File: src/rtl/mem_exc_pkg.sv
`default_nettype none
// +----------------------------------------------------------------------------+
// | Module      : mem_exc_pkg                                                  |
// | Description : Shared definitions for the MEM-stage exception unit:         |
// |               default vector codes, access-size encodings and the trap     |
// |               state encoding.                                              |
// | Revision    : 1.0 - initial release                                        |
// +----------------------------------------------------------------------------+
package mem_exc_pkg;

  // Default exception vector codes
  localparam logic [4:0] c_vec_misalign = 5'b01011;
  localparam logic [4:0] c_vec_memfault = 5'b01001;

  // Access size encodings
  typedef enum logic [1:0] {
    SIZE_WORD = 2'b00,
    SIZE_HALF = 2'b01,
    SIZE_BYTE = 2'b10,
    SIZE_RSVD = 2'b11
  } size_e;

  // Trap request FSM states
  typedef enum logic [0:0] {
    ST_IDLE = 1'b0,
    ST_PEND = 1'b1
  } trap_state_e;

endpackage : mem_exc_pkg
`default_nettype wire

File: src/rtl/mem_exc_if.sv
`default_nettype none
// +----------------------------------------------------------------------------+
// | Module      : mem_exc_if                                                   |
// | Description : Bundle between the MEM pipeline/control unit and the         |
// |               exception unit.                                              |
// |   Pipeline -> unit : data_address, vector_ex, size, s_u, memwrite,         |
// |                      memread, stall, flush, trap_ack                       |
// |   Unit -> pipeline : mem_kill, vector_mem, trap_req, trap_cause,           |
// |                      trap_badaddr, drop_cnt                                |
// |   Modports: master = pipeline/control side, slave = exception unit.        |
// | Revision    : 1.0 - initial release                                        |
// +----------------------------------------------------------------------------+
interface mem_exc_if #(
  parameter int ADDR_W = 32,
  parameter int VEC_W  = 5,
  parameter int CNT_W  = 8
);
  import mem_exc_pkg::*;

  logic [ADDR_W-1:0] data_address;
  logic [VEC_W-1:0]  vector_ex;
  logic [1:0]        size;
  logic              s_u;
  logic              memwrite;
  logic              memread;
  logic              stall;
  logic              flush;
  logic              mem_kill;
  logic [VEC_W-1:0]  vector_mem;
  logic              trap_req;
  logic              trap_ack;
  logic [VEC_W-1:0]  trap_cause;
  logic [ADDR_W-1:0] trap_badaddr;
  logic [CNT_W-1:0]  drop_cnt;

  modport master (
    output data_address, vector_ex, size, s_u, memwrite, memread,
           stall, flush, trap_ack,
    input  mem_kill, vector_mem, trap_req, trap_cause, trap_badaddr, drop_cnt
  );

  modport slave (
    input  data_address, vector_ex, size, s_u, memwrite, memread,
           stall, flush, trap_ack,
    output mem_kill, vector_mem, trap_req, trap_cause, trap_badaddr, drop_cnt
  );

endinterface : mem_exc_if
`default_nettype wire

File: src/rtl/mem_exc_classify.sv
`default_nettype none
// +----------------------------------------------------------------------------+
// | Module      : mem_exc_classify                                             |
// | Description : Combinational classification of one data access              |
// |               (misalignment, user protection, write-protect window) and    |
// |               merge with the vector arriving from EX.                      |
// |   Inputs : data_address, vector_ex, size, s_u, memwrite, memread           |
// |   Outputs: next_vec (merged vector), mem_kill (suppress the access)        |
// | Revision    : 1.0 - initial release                                        |
// +----------------------------------------------------------------------------+
module mem_exc_classify
  import mem_exc_pkg::*;
#(
  parameter int                ADDR_W       = 32,
  parameter int                VEC_W        = 5,
  parameter logic [VEC_W-1:0]  VEC_MISALIGN = c_vec_misalign,
  parameter logic [VEC_W-1:0]  VEC_MEMFAULT = c_vec_memfault,
  parameter logic [ADDR_W-1:0] PROT_LIMIT   = 32'h0001_0000,
  parameter bit                WP_EN        = 1'b1,
  parameter logic [ADDR_W-1:0] WP_BASE      = 32'h0001_0000,
  parameter logic [ADDR_W-1:0] WP_LIMIT     = 32'h0002_0000
) (
  input  logic [ADDR_W-1:0] data_address,
  input  logic [VEC_W-1:0]  vector_ex,
  input  logic [1:0]        size,
  input  logic              s_u,
  input  logic              memwrite,
  input  logic              memread,
  output logic [VEC_W-1:0]  next_vec,
  output logic              mem_kill
);

  logic w_active;
  logic w_misalign;
  logic w_below_limit;
  logic w_in_wp_window;
  logic w_protect;

  assign w_active = memwrite | memread;

  always_comb begin
    w_misalign = 1'b0;
    if (w_active) begin
      case (size_e'(size))
        SIZE_WORD: w_misalign = (data_address[1:0] != 2'b00);
        SIZE_HALF: w_misalign = data_address[0];
        SIZE_BYTE: w_misalign = 1'b0;
        SIZE_RSVD: w_misalign = 1'b1;
        default:   w_misalign = 1'b1;
      endcase
    end
  end

  assign w_below_limit  = (data_address < PROT_LIMIT);
  assign w_in_wp_window = WP_EN && memwrite &&
                          (data_address >= WP_BASE) && (data_address < WP_LIMIT);
  assign w_protect      = w_active && s_u && (w_below_limit || w_in_wp_window);

  // Higher EX codes outrank everything; lower nonzero EX codes are only
  // displaced by a MEM-stage fault.
  always_comb begin
    next_vec = vector_ex;
    if (vector_ex > VEC_MISALIGN) begin
      next_vec = vector_ex;
    end else if (w_misalign) begin
      next_vec = VEC_MISALIGN;
    end else if (w_protect) begin
      next_vec = VEC_MEMFAULT;
    end
  end

  assign mem_kill = (next_vec != vector_ex) || (vector_ex != '0);

endmodule : mem_exc_classify
`default_nettype wire

File: src/rtl/mem_exc_unit.sv
`default_nettype none
// +----------------------------------------------------------------------------+
// | Module      : mem_exc_unit                                                 |
// | Description : MEM-stage exception unit. Registers the merged exception     |
// |               vector into MEM/WB, captures the first faulting access into  |
// |               cause/bad-address registers and holds a trap request for     |
// |               the control unit until acknowledged.                         |
// |   clk   : clock                                                            |
// |   rst_n : asynchronous active-low reset                                    |
// |   bus   : mem_exc_if.slave (access inputs, kill, MEM/WB vector, trap       |
// |           request/acknowledge, captured cause/address, drop counter)       |
// | Revision    : 1.0 - initial release                                        |
// +----------------------------------------------------------------------------+
module mem_exc_unit
  import mem_exc_pkg::*;
#(
  parameter int                ADDR_W       = 32,
  parameter int                VEC_W        = 5,
  parameter logic [VEC_W-1:0]  VEC_MISALIGN = c_vec_misalign,
  parameter logic [VEC_W-1:0]  VEC_MEMFAULT = c_vec_memfault,
  parameter logic [ADDR_W-1:0] PROT_LIMIT   = 32'h0001_0000,
  parameter bit                WP_EN        = 1'b1,
  parameter logic [ADDR_W-1:0] WP_BASE      = 32'h0001_0000,
  parameter logic [ADDR_W-1:0] WP_LIMIT     = 32'h0002_0000,
  parameter int                CNT_W        = 8
) (
  input  logic      clk,
  input  logic      rst_n,
  mem_exc_if.slave  bus
);

  logic [VEC_W-1:0]  w_next_vec;
  logic              w_mem_kill;
  logic              w_load;
  logic              w_fault_load;

  trap_state_e       r_state;
  trap_state_e       w_state_nxt;
  logic              w_capture;
  logic              w_drop;

  logic [VEC_W-1:0]  r_vector_mem;
  logic [VEC_W-1:0]  r_trap_cause;
  logic [ADDR_W-1:0] r_trap_badaddr;
  logic [CNT_W-1:0]  r_drop_cnt;

  mem_exc_classify #(
    .ADDR_W       (ADDR_W),
    .VEC_W        (VEC_W),
    .VEC_MISALIGN (VEC_MISALIGN),
    .VEC_MEMFAULT (VEC_MEMFAULT),
    .PROT_LIMIT   (PROT_LIMIT),
    .WP_EN        (WP_EN),
    .WP_BASE      (WP_BASE),
    .WP_LIMIT     (WP_LIMIT)
  ) u_classify (
    .data_address (bus.data_address),
    .vector_ex    (bus.vector_ex),
    .size         (bus.size),
    .s_u          (bus.s_u),
    .memwrite     (bus.memwrite),
    .memread      (bus.memread),
    .next_vec     (w_next_vec),
    .mem_kill     (w_mem_kill)
  );

  // Only an actual load into MEM/WB can raise or drop a trap; stalled or
  // flushed faults never reach the trap logic.
  assign w_load       = !bus.flush && !bus.stall;
  assign w_fault_load = w_load && (w_next_vec != '0);

  always_ff @(posedge clk or negedge rst_n) begin
    if (!rst_n) begin
      r_vector_mem <= '0;
    end else if (bus.flush) begin
      r_vector_mem <= '0;
    end else if (!bus.stall) begin
      r_vector_mem <= w_next_vec;
    end
  end

  always_ff @(posedge clk or negedge rst_n) begin
    if (!rst_n) begin
      r_state <= ST_IDLE;
    end else begin
      r_state <= w_state_nxt;
    end
  end

  always_comb begin
    w_state_nxt = r_state;
    w_capture   = 1'b0;
    w_drop      = 1'b0;
    case (r_state)
      ST_IDLE: begin
        if (w_fault_load) begin
          w_capture   = 1'b1;
          w_state_nxt = ST_PEND;
        end
      end
      ST_PEND: begin
        if (bus.trap_ack) begin
          // Acknowledge in the same cycle as a new fault hands the next
          // trap over without a gap.
          if (w_fault_load) begin
            w_capture = 1'b1;
          end else begin
            w_state_nxt = ST_IDLE;
          end
        end else if (w_fault_load) begin
          w_drop = 1'b1;
        end
      end
      default: begin
        w_state_nxt = ST_IDLE;
      end
    endcase
  end

  always_ff @(posedge clk or negedge rst_n) begin
    if (!rst_n) begin
      r_trap_cause   <= '0;
      r_trap_badaddr <= '0;
    end else if (w_capture) begin
      r_trap_cause   <= w_next_vec;
      r_trap_badaddr <= bus.data_address;
    end
  end

  always_ff @(posedge clk or negedge rst_n) begin
    if (!rst_n) begin
      r_drop_cnt <= '0;
    end else if (w_drop && (r_drop_cnt != '1)) begin
      r_drop_cnt <= r_drop_cnt + CNT_W'(1);
    end
  end

  assign bus.mem_kill     = w_mem_kill;
  assign bus.vector_mem   = r_vector_mem;
  assign bus.trap_req     = (r_state == ST_PEND);
  assign bus.trap_cause   = r_trap_cause;
  assign bus.trap_badaddr = r_trap_badaddr;
  assign bus.drop_cnt     = r_drop_cnt;

endmodule : mem_exc_unit
`default_nettype wire
File: src/flat_wrapper.sv
// flat-port wrapper written by rule: the top's interface ports become plain ports
module mem_exc_unit_flat import mem_exc_pkg::*;
#(
  parameter int                ADDR_W       = 32,
  parameter int                VEC_W        = 5,
  parameter logic [VEC_W-1:0]  VEC_MISALIGN = c_vec_misalign,
  parameter logic [VEC_W-1:0]  VEC_MEMFAULT = c_vec_memfault,
  parameter logic [ADDR_W-1:0] PROT_LIMIT   = 32'h0001_0000,
  parameter bit                WP_EN        = 1'b1,
  parameter logic [ADDR_W-1:0] WP_BASE      = 32'h0001_0000,
  parameter logic [ADDR_W-1:0] WP_LIMIT     = 32'h0002_0000,
  parameter int                CNT_W        = 8
)
  (clk, rst_n, bus_data_address, bus_vector_ex, bus_size, bus_s_u, bus_memwrite, bus_memread, bus_stall, bus_flush, bus_trap_ack, bus_mem_kill, bus_vector_mem, bus_trap_req, bus_trap_cause, bus_trap_badaddr, bus_drop_cnt);
  mem_exc_if #(.ADDR_W(ADDR_W), .VEC_W(VEC_W), .CNT_W(CNT_W)) bus_i ();
  input  logic clk;
  input  logic rst_n;
  input wire logic [$bits(bus_i.data_address)-1:0] bus_data_address;
  input wire logic [$bits(bus_i.vector_ex)-1:0] bus_vector_ex;
  input wire logic [$bits(bus_i.size)-1:0] bus_size;
  input wire logic [$bits(bus_i.s_u)-1:0] bus_s_u;
  input wire logic [$bits(bus_i.memwrite)-1:0] bus_memwrite;
  input wire logic [$bits(bus_i.memread)-1:0] bus_memread;
  input wire logic [$bits(bus_i.stall)-1:0] bus_stall;
  input wire logic [$bits(bus_i.flush)-1:0] bus_flush;
  input wire logic [$bits(bus_i.trap_ack)-1:0] bus_trap_ack;
  output wire logic [$bits(bus_i.mem_kill)-1:0] bus_mem_kill;
  output wire logic [$bits(bus_i.vector_mem)-1:0] bus_vector_mem;
  output wire logic [$bits(bus_i.trap_req)-1:0] bus_trap_req;
  output wire logic [$bits(bus_i.trap_cause)-1:0] bus_trap_cause;
  output wire logic [$bits(bus_i.trap_badaddr)-1:0] bus_trap_badaddr;
  output wire logic [$bits(bus_i.drop_cnt)-1:0] bus_drop_cnt;
  assign bus_i.data_address = bus_data_address;
  assign bus_i.vector_ex = bus_vector_ex;
  assign bus_i.size = bus_size;
  assign bus_i.s_u = bus_s_u;
  assign bus_i.memwrite = bus_memwrite;
  assign bus_i.memread = bus_memread;
  assign bus_i.stall = bus_stall;
  assign bus_i.flush = bus_flush;
  assign bus_i.trap_ack = bus_trap_ack;
  assign bus_mem_kill = bus_i.mem_kill;
  assign bus_vector_mem = bus_i.vector_mem;
  assign bus_trap_req = bus_i.trap_req;
  assign bus_trap_cause = bus_i.trap_cause;
  assign bus_trap_badaddr = bus_i.trap_badaddr;
  assign bus_drop_cnt = bus_i.drop_cnt;
  mem_exc_unit #(.ADDR_W(ADDR_W), .VEC_W(VEC_W), .VEC_MISALIGN(VEC_MISALIGN), .VEC_MEMFAULT(VEC_MEMFAULT), .PROT_LIMIT(PROT_LIMIT), .WP_EN(WP_EN), .WP_BASE(WP_BASE), .WP_LIMIT(WP_LIMIT), .CNT_W(CNT_W)) u_core (.clk(clk), .rst_n(rst_n), .bus(bus_i));
endmodule
File: config.mk
export PLATFORM = sky130hd
export DESIGN_NAME = mem_exc_unit_flat
export DESIGN_NICKNAME = d
export VERILOG_FILES = /design/src/rtl/mem_exc_pkg.sv /design/src/rtl/mem_exc_if.sv /design/src/rtl/mem_exc_classify.sv /design/src/rtl/mem_exc_unit.sv /design/src/flat_wrapper.sv
export SDC_FILE = /design/constraint.sdc
export NUM_CORES = 1
export LEC_CHECK = 0
export CAP_MARGIN = 20
export CORE_ASPECT_RATIO = 0.6
export CORE_UTILIZATION = 38
export CTS_CLUSTER_SIZE = 20
export DETAILED_ROUTE_END_ITERATION = 10
export PLACE_DENSITY = 0.76
export SYNTH_ARGS = -nofsm -noshare
export SYNTH_HDL_FRONTEND = slang
export SYNTH_SLANG_ARGS = --single-unit
File: constraint.sdc
create_clock -name clk -period 1.8 [get_ports clk]
set_clock_uncertainty 0.05 [all_clocks]
set_input_delay 0.36 -clock clk [delete_from_list [all_inputs] [get_ports clk]]
set_output_delay 0.36 -clock clk [all_outputs]
set_load 0.02 [all_outputs]
==> flow_metrics.py, run 1 <==
metrics = {
    "run_status": {
        "status": "finished with violations",
        "violations": "negative hold slack, negative setup slack",
    },
    "layout": {
        "drive_gt1_share_pct": 38.66,
        "fin_nets": 362,
        "seqCellArea_um2": 1276,
        "n_antenna_cell": 0,
        "nFillCells": 422,
        "syn_to_final_growth_pct": 74.18,
        "multi_input_area_um2": 1127,
        "postLayoutCoreUtil_pct": 70.42,
    },
    "setup_path": {
        "r2r_slack_ps": 70,
        "required_ps": 1940,
        "worstPathMaxFanout": 6,
        "r2r-start": "u_core.bus.trap_req$_DFF_PN0_",
        "critPathCaptureType": "register",
        "arrival_ps": 2090,
        "r2r_end": "u_core.bus.trap_badaddr[22]$_DFFE_PN0P_",
        "rr_worst_depth": 6,
        "cp-start-kind": "input pin",
        "worstSetupPathType": "input pin to register",
    },
    "hold_path": {
        "min-delay-path-class": "input pin to async pin",
    },
    "logic_synthesis": {
        "synth-xor-area-share_pct": 2.647,
        "synth_flop_cell": "dfrtp_1",
        "synth_common_cells": "dfrtp_1, mux2_4, mux2_2, nand3_1",
        "synth-simple-area-share_pct": 8.860,
        "synth_fa_ha_area_share_pct": 0.5402,
        "synthCells": 168,
        "synth_top_area_share_pct": 55.11,
        "synth_area_um2": 2316,
        "yosysWarnings": 0,
        "ys_top_cells_by_area": "dfrtp_1, mux2_4, mux2_2",
        "synth_top_family_by_area": "multiplexers",
        "yosys-mux-area-fraction_pct": 23.12,
        "synth.avg_cell_area_um2": 13.79,
        "synth_compound_area_share_pct": 6.969,
        "synth_cell_types": 31,
        "ys_ff_latch": 51,
        "synthesis.nets": 216,
        "synth_edf_count": 0,
        "yosysSeqAreaShare_pct": 55.11,
        "yosysTopAreaCell": "dfrtp_1",
        "async_reset_ff_share_pct": 100.0,
        "yosysMostFrequentCell": "dfrtp_1",
    },
    "power_and_ir_drop": {
        "power_mw": 3.505,
        "power.leakage_nw": 1.957,
        "vdd_drop_max_uv": 616.6,
        "powerDensity_nw_per_um2": 868.9,
    },
    "job": {
        "drv_cap": 0,
    },
    "placement": {
        "gp_congestion": 0.8015,
        "hpwlAfterDp_um": 4155,
        "dp_slack_ps": -905.3,
        "io_buffers": 98,
    },
    "die": {
        "fp.dieW_um": 102.8,
        "initial_core_util_pct": 40.43,
        "fp.dieH_um": 62.47,
        "core-area_um2": 5728,
        "io_pins": 99,
        "row_count": 21,
        "die_area_um2": 6421,
    },
    "route": {
        "vias_per_cell": 4.911,
        "ant_nets": 0,
        "route.vias.total": 1930,
        "first_pass_iters": 4,
        "drt-total-wl_um": 6531,
        "drt_iter0_markers": 62,
        "wl_per_cell_um": 16.62,
        "drc": 0,
    },
    "sta": {
        "layout_min_cycle_time_ps": 1955,
        "hold_slack_ps": -1.077,
        "final.setup.worst_slack_ps": -154.9,
        "fin_crit_sh_pct": 108.6,
        "timing.fmax_mhz": 511.5,
        "slew_viol_final": 0,
        "rsz0062_at_grt": "true",
        "relSlewSlack_pct": 60.28,
        "hold_violations": 1,
        "finalSetupViolCount": 38,
        "totalNegativeSetupSlack_ps": -4626,
        "max_slew.worst_pin.slew_ps": 595.9,
    },
    "global_routing": {
        "grt_overflow": 0,
        "grt_pass1_vias": 2029,
        "grt_max_degree": 29,
        "track_usage_pct": 20.95,
        "grt_pass1_wl_um": 10290,
        "antenna_found_initial": 0,
    },
    "clocking": {
        "htree_levels": 2,
        "clockRootBuffer": "clkbuf_8",
        "clockBufferDepth": 2,
        "cts_tree": "built",
        "numCtsBuffers": 5,
        "clock_latency_ps": 300,
        "cts_sinks": 51,
        "cts.clk_slew.worst_paths_ps": 90,
    },
}
==> worst max-delay path: stages <==
cell      delay [ps]
buf_8            100
nor4_4           320
o211ai_1         230
o211ai_4         250
buf_6            150
nand2_8           70
buf_12           170
buf_12           140
mux2_4           300
==> area by class of cell <==
type                    count  area share (%)
multi-input cells         106           27.95
repair buffers            143           35.48
clock buffers               6           1.799
flip-flops and latches     51           31.64
inverters                   7          0.6514
well taps                  80           2.481
==> how the worst max path moves through the flow <==
| stage | start | to |
|---|---|---|
| global placement | bus_data_address[23] | bus_mem_kill |
| CTS | bus_data_address[31] | u_core.bus.trap_badaddr[25]$_DFFE_PN0P_ |
| detailed placement | bus_data_address[23] | bus_mem_kill |
| floorplan | bus_vector_ex[3] | u_core.bus.trap_badaddr[10]$_DFFE_PN0P_ |
| finish | bus_data_address[30] | u_core.bus.trap_badaddr[22]$_DFFE_PN0P_ |
| global route | bus_data_address[30] | u_core.bus.trap_badaddr[10]$_DFFE_PN0P_ |
==> layout by cell type (no fill, tap or decap), drive strengths merged, types with 7 or more instances in the layout <==
cell type,instances
inv,7
clkbuf,11
buf,55
nor2,7
dlygate4sd2,11
a21oi,7
clkdlybuf4s50,63
nand3,8
dfrtp,51
xnor2,7
mux2,37
==> metrics by stage <==
| stage | instances | area (um^2) | hold WS, ps |
|---|---|---|---|
| 3_5_place_dp | 367 | 3621 | 336.5 |
| 3_3_place_gp | 367 | 3621 | 329.1 |
| 4_1_cts | 392 | 3989 | 9.394 |
| 2_1_floorplan | 168 | 2369 | 14.41 |
| 5_1_grt | 393 | 4034 | 45.51 |
| 6_report | 393 | 4034 | -1.077 |
==> flip-flops by register name, indices dropped and copies added, names as in the netlist <==
name                     cells
u_core.bus.drop_cnt          8
u_core.bus.vector_mem        5
u_core.bus.trap_req          1
u_core.bus.trap_badaddr     32
u_core.bus.trap_cause        5
==> cell families (layout without fill, tap and decap cells) <==
| family | count (synthesis) | count (layout) |
|---|---|---|
| xor+xnor | 7 | 7 |
| buf+inv | 11 | 156 |
| flops | 51 | 51 |
| simple gates | 38 | 38 |
| mux | 38 | 38 |
| fa+ha+maj | 1 | 1 |
| compound gates | 22 | 22 |
==> timing repair <==
action,in CTS,in global routing
pin swaps,10,10
endpoints found under the hold margin,0,0
hold buffers,0,0
gates resized for setup,103,17
setup buffers,18,5
endpoints found under the setup margin,52,47
gates cloned,3,1
==> where the power goes <==
part | switching (mW) | leakage, nW | internal, mW
clock | 0.366 | 0.0371 | 0.261
sequential | 0.139 | 0.619 | 1.35
combinational | 0.597 | 1.30 | 0.795
total | 1.10 | 1.96 | 2.40
==> per-layer routing <==
metal	global-route usage, %	vias up	part of all wire (%)
met5	0	-	0
met4	3.521	0	0.75
met3	6.376	6	8.2
met2	31.58	85	45
met1	30.02	943	46
li1	-	896	-
Note: power is estimated with default switching activity, not from simulation.
==> run 2, diff against run 1 <==
- PLACE_DENSITY: 0.76 -> 0.75
- SYNTH_HIERARCHICAL: unset -> 1
==> run 2 against run 1 <==
The flow finishes with violations (negative setup slack). Power is 4.7% higher. Fmax decreased by 28%. Worst setup slack worse by 750 ps. Combinational power is essentially flat. Final cell count fell by 0.76%. Core utilization grew 0.16 points. Sequential share of layout area fell by 0.50 points. Via count decreased by 3.1%. Wire length down 1.4%. Sequential power barely moved. First-iteration DRC count is 40% lower. Global-route usage is 0.50 points higher. Critical path type unchanged. Critical endpoint is now u_core/bus.trap_badaddr[3]$_DFFE_PN0P_. Largest cell class unchanged. Highest routed layer unchanged.
==> flow_metrics.py, run 2 <==
metrics = {
    "run_status": {
        "status": "finished with violations",
        "violations": "negative setup slack",
    },
    "logic_synthesis": {
        "synthCells": 166,
        "synth_common_cells": "dfrtp_1, mux2_4, mux2_2, nor2_1, nand2_1",
        "synthesis.nets": 214,
        "ys_ff_latch": 51,
        "yosysWarnings": 6,
        "synth_edf_count": 0,
        "yosysTopAreaCell": "dfrtp_1",
        "yosysMostFrequentCell": "dfrtp_1",
        "synth.avg_cell_area_um2": 14.31,
        "synth_flop_cell": "dfrtp_1",
        "synth_top_area_share_pct": 53.71,
        "synth_cell_types": 37,
        "synth_area_um2": 2376,
        "ys_top_cells_by_area": "dfrtp_1, mux2_4, mux2_2",
        "async_reset_ff_share_pct": 100.0,
        "yosysSeqAreaShare_pct": 53.71,
    },
    "sta": {
        "finalSetupViolCount": 48,
        "hold_violations": 0,
        "final.setup.worst_slack_ps": -909.6,
        "layout_min_cycle_time_ps": 2710,
        "slew_viol_final": 0,
        "fin_crit_sh_pct": 150.5,
        "max_slew.worst_pin.slew_ps": 311.3,
        "relSlewSlack_pct": 79.16,
        "timing.fmax_mhz": 369.1,
        "rsz0062_at_grt": "true",
    },
    "placement": {
        "gp_congestion": 0.7719,
        "hpwlAfterDp_um": 4397,
        "io_buffers": 98,
        "dpl_cell_area_um2": 3665,
    },
    "clocking": {
        "clockRootBuffer": "clkbuf_8",
        "clockBufferDepth": 2,
        "cts.clk_slew.worst_paths_ps": 80,
        "clock_latency_ps": 300,
        "cts_tree": "built",
        "htree_levels": 2,
        "numCtsBuffers": 5,
        "cts_sinks": 51,
    },
    "setup_path": {
        "r2r-start": "u_core/bus.trap_req$_DFF_PN0_",
        "worstPathMaxFanout": 5,
        "arrival_ps": 2850,
        "crit_end": "u_core/bus.trap_badaddr[3]$_DFFE_PN0P_",
        "critical_path.startpoint": "bus_data_address[23]",
        "r2r_end": "u_core/bus.drop_cnt[7]$_DFFE_PN0P_",
        "required_ps": 1940,
        "cp-start-kind": "input pin",
        "worstSetupPathType": "input pin to register",
        "critPathCaptureType": "register",
        "r2r_slack_ps": 100,
        "rr_worst_depth": 6,
    },
    "die": {
        "fp.dieW_um": 104.1,
        "row_count": 21,
        "die_area_um2": 6583,
        "io_pins": 99,
        "fp.dieH_um": 63.25,
        "core-area_um2": 5807,
        "initial_core_util_pct": 40.92,
    },
    "global_routing": {
        "grt_pass1_wl_um": 10760,
        "grt_max_degree": 52,
        "antenna_found_initial": 0,
        "use_met2_pct": 32.67,
        "use_met3_pct": 6.625,
        "busiest_layer": "met2",
        "grt.met1_usage_pct": 29.50,
        "track_usage_pct": 21.45,
        "grt_overflow": 0,
        "grt_pass1_vias": 2048,
    },
    "hold_path": {
        "min-delay-path-class": "input pin to register",
    },
    "layout": {
        "layout_commonest_cell": "clkdlybuf4s50_1",
        "postLayoutCoreUtil_pct": 70.59,
        "drive_gt1_share_pct": 40.00,
        "fin_nets": 358,
        "nFillCells": 414,
        "largest_reg_flops": 32,
        "syn_to_final_growth_pct": 72.51,
        "final_cell_mix": "clkdlybuf4s50_1, dfrtp_1, mux2_4",
        "n_antenna_cell": 0,
        "fin_area_um2": 4099,
    },
    "power_and_ir_drop": {
        "p_comb_share_pct": 38.1,
        "power.switching_mw": 1.106,
        "pwr-share-clk_pct": 21.0,
        "power_frac_seq_pct": 40.9,
        "swShare_pct": 30.15,
        "vdd_drop_max_uv": 639.0,
        "power.leakage_nw": 2.042,
        "powerDensity_nw_per_um2": 895.3,
        "power.internal_mw": 2.563,
    },
    "route": {
        "ant_nets": 0,
        "route.vias.total": 1870,
        "first_pass_iters": 4,
        "vias_per_cell": 4.795,
        "drt_iter0_markers": 37,
        "wl_per_cell_um": 16.51,
        "drt-total-wl_um": 6438,
        "drc": 0,
    },
    "job": {
        "drv_cap": 0,
    },
}
run 2: changes by cell type in the layout (fill, tap and decap cells not counted), moves of 5 or more:
cell / change
xnor2_1: -7
dlymetal6s2s_1: +5
a21oi_1: -7
buf_4: -7
nor2_1: +5
inv_1: -5
run 2: stage by stage:
stage	hold WS, ps	worst slack (ps)	setup TNS, ps	power, mW	std cells
global route	227.0	-984.8	-41710	3.859	390
detailed placement	321.9	-1610	-74780	2.814	362
finish	244.1	-909.6	-38080	3.670	390
CTS	236.5	-898.1	-38260	3.714	395
global placement	325.0	-1583	-74040	2.793	362
floorplan	14.41	-807.2	-33110	2.133	166
run 2: worst max-delay path: stages:
cell      delay [ps]
buf_6            100
nor4b_4          360
nand4_1          210
o21ai_2          240
a21boi_2          90
or4_4            540
o21ai_4          150
nand2b_4         170
buf_12           110
buf_12           100
buf_12           110
mux2_4           300
run 2: repair_timing:
action / 4_1_cts / 5_1_grt
gates cloned: 4 / 0
hold buffers: 1 / 0
buffers inserted: 32 / 6
pin swaps: 17 / 11
resized for setup: 100 / 20
endpoints found under the setup margin: 52 / 56
hold endpoints to repair: 51 / 0
run 2: worst min path at each step:
stage,startpoint,end,cells past startpoint
floorplan,rst_n,u_core/bus.drop_cnt[0]$_DFFE_PN0P_,0
global placement,rst_n,u_core/bus.trap_badaddr[15]$_DFFE_PN0P_,2
detailed placement,rst_n,u_core/bus.trap_badaddr[15]$_DFFE_PN0P_,2
CTS,bus_data_address[23],u_core/bus.trap_badaddr[23]$_DFFE_PN0P_,2
global route,bus_data_address[23],u_core/bus.trap_badaddr[23]$_DFFE_PN0P_,2
finish,bus_data_address[23],u_core/bus.trap_badaddr[23]$_DFFE_PN0P_,2
run 2: power by group through the flow:
stage               registers (mW)  logic (mW)  clock network (mW)
global placement              1.51        1.28                   0
floorplan                     1.75       0.384                   0
CTS                           1.50        1.43               0.786
finish                        1.50        1.40               0.769
detailed placement            1.52        1.29                   0
global route                  1.53        1.48               0.845
run 2: routing by layer:
layer,vias up,share of wire [%]
met1,913,49
li1,884,-
met3,10,6.0
met4,0,1.4
met5,-,0
met2,63,43
run 2: cell type report:
class                   instances  area, um^2  share of cell area [%]
repair buffers                143        1463                   35.68
flip-flops and latches         51        1276                   31.14
multi-input cells             106        1146                   27.96
well taps                      80       100.1                   2.442
clock buffers                   6       72.57                   1.770
clock inverters                 1       30.03                  0.7326
inverters                       3       11.26                  0.2747
run 2: logic make-up (layout without fill, tap and decap cells):
logic type      count (synthesis)  in the layout  share of synthesized area [%]
compound gates                 19             19                          5.792
xor+xnor                        2              2                         0.7374
fa+ha+maj                       1              1                         0.5265
buf+inv                         9            153                          3.792
flops                          51             51                          53.71
mux                            45             45                          25.65
simple gates                   39             39                          9.795
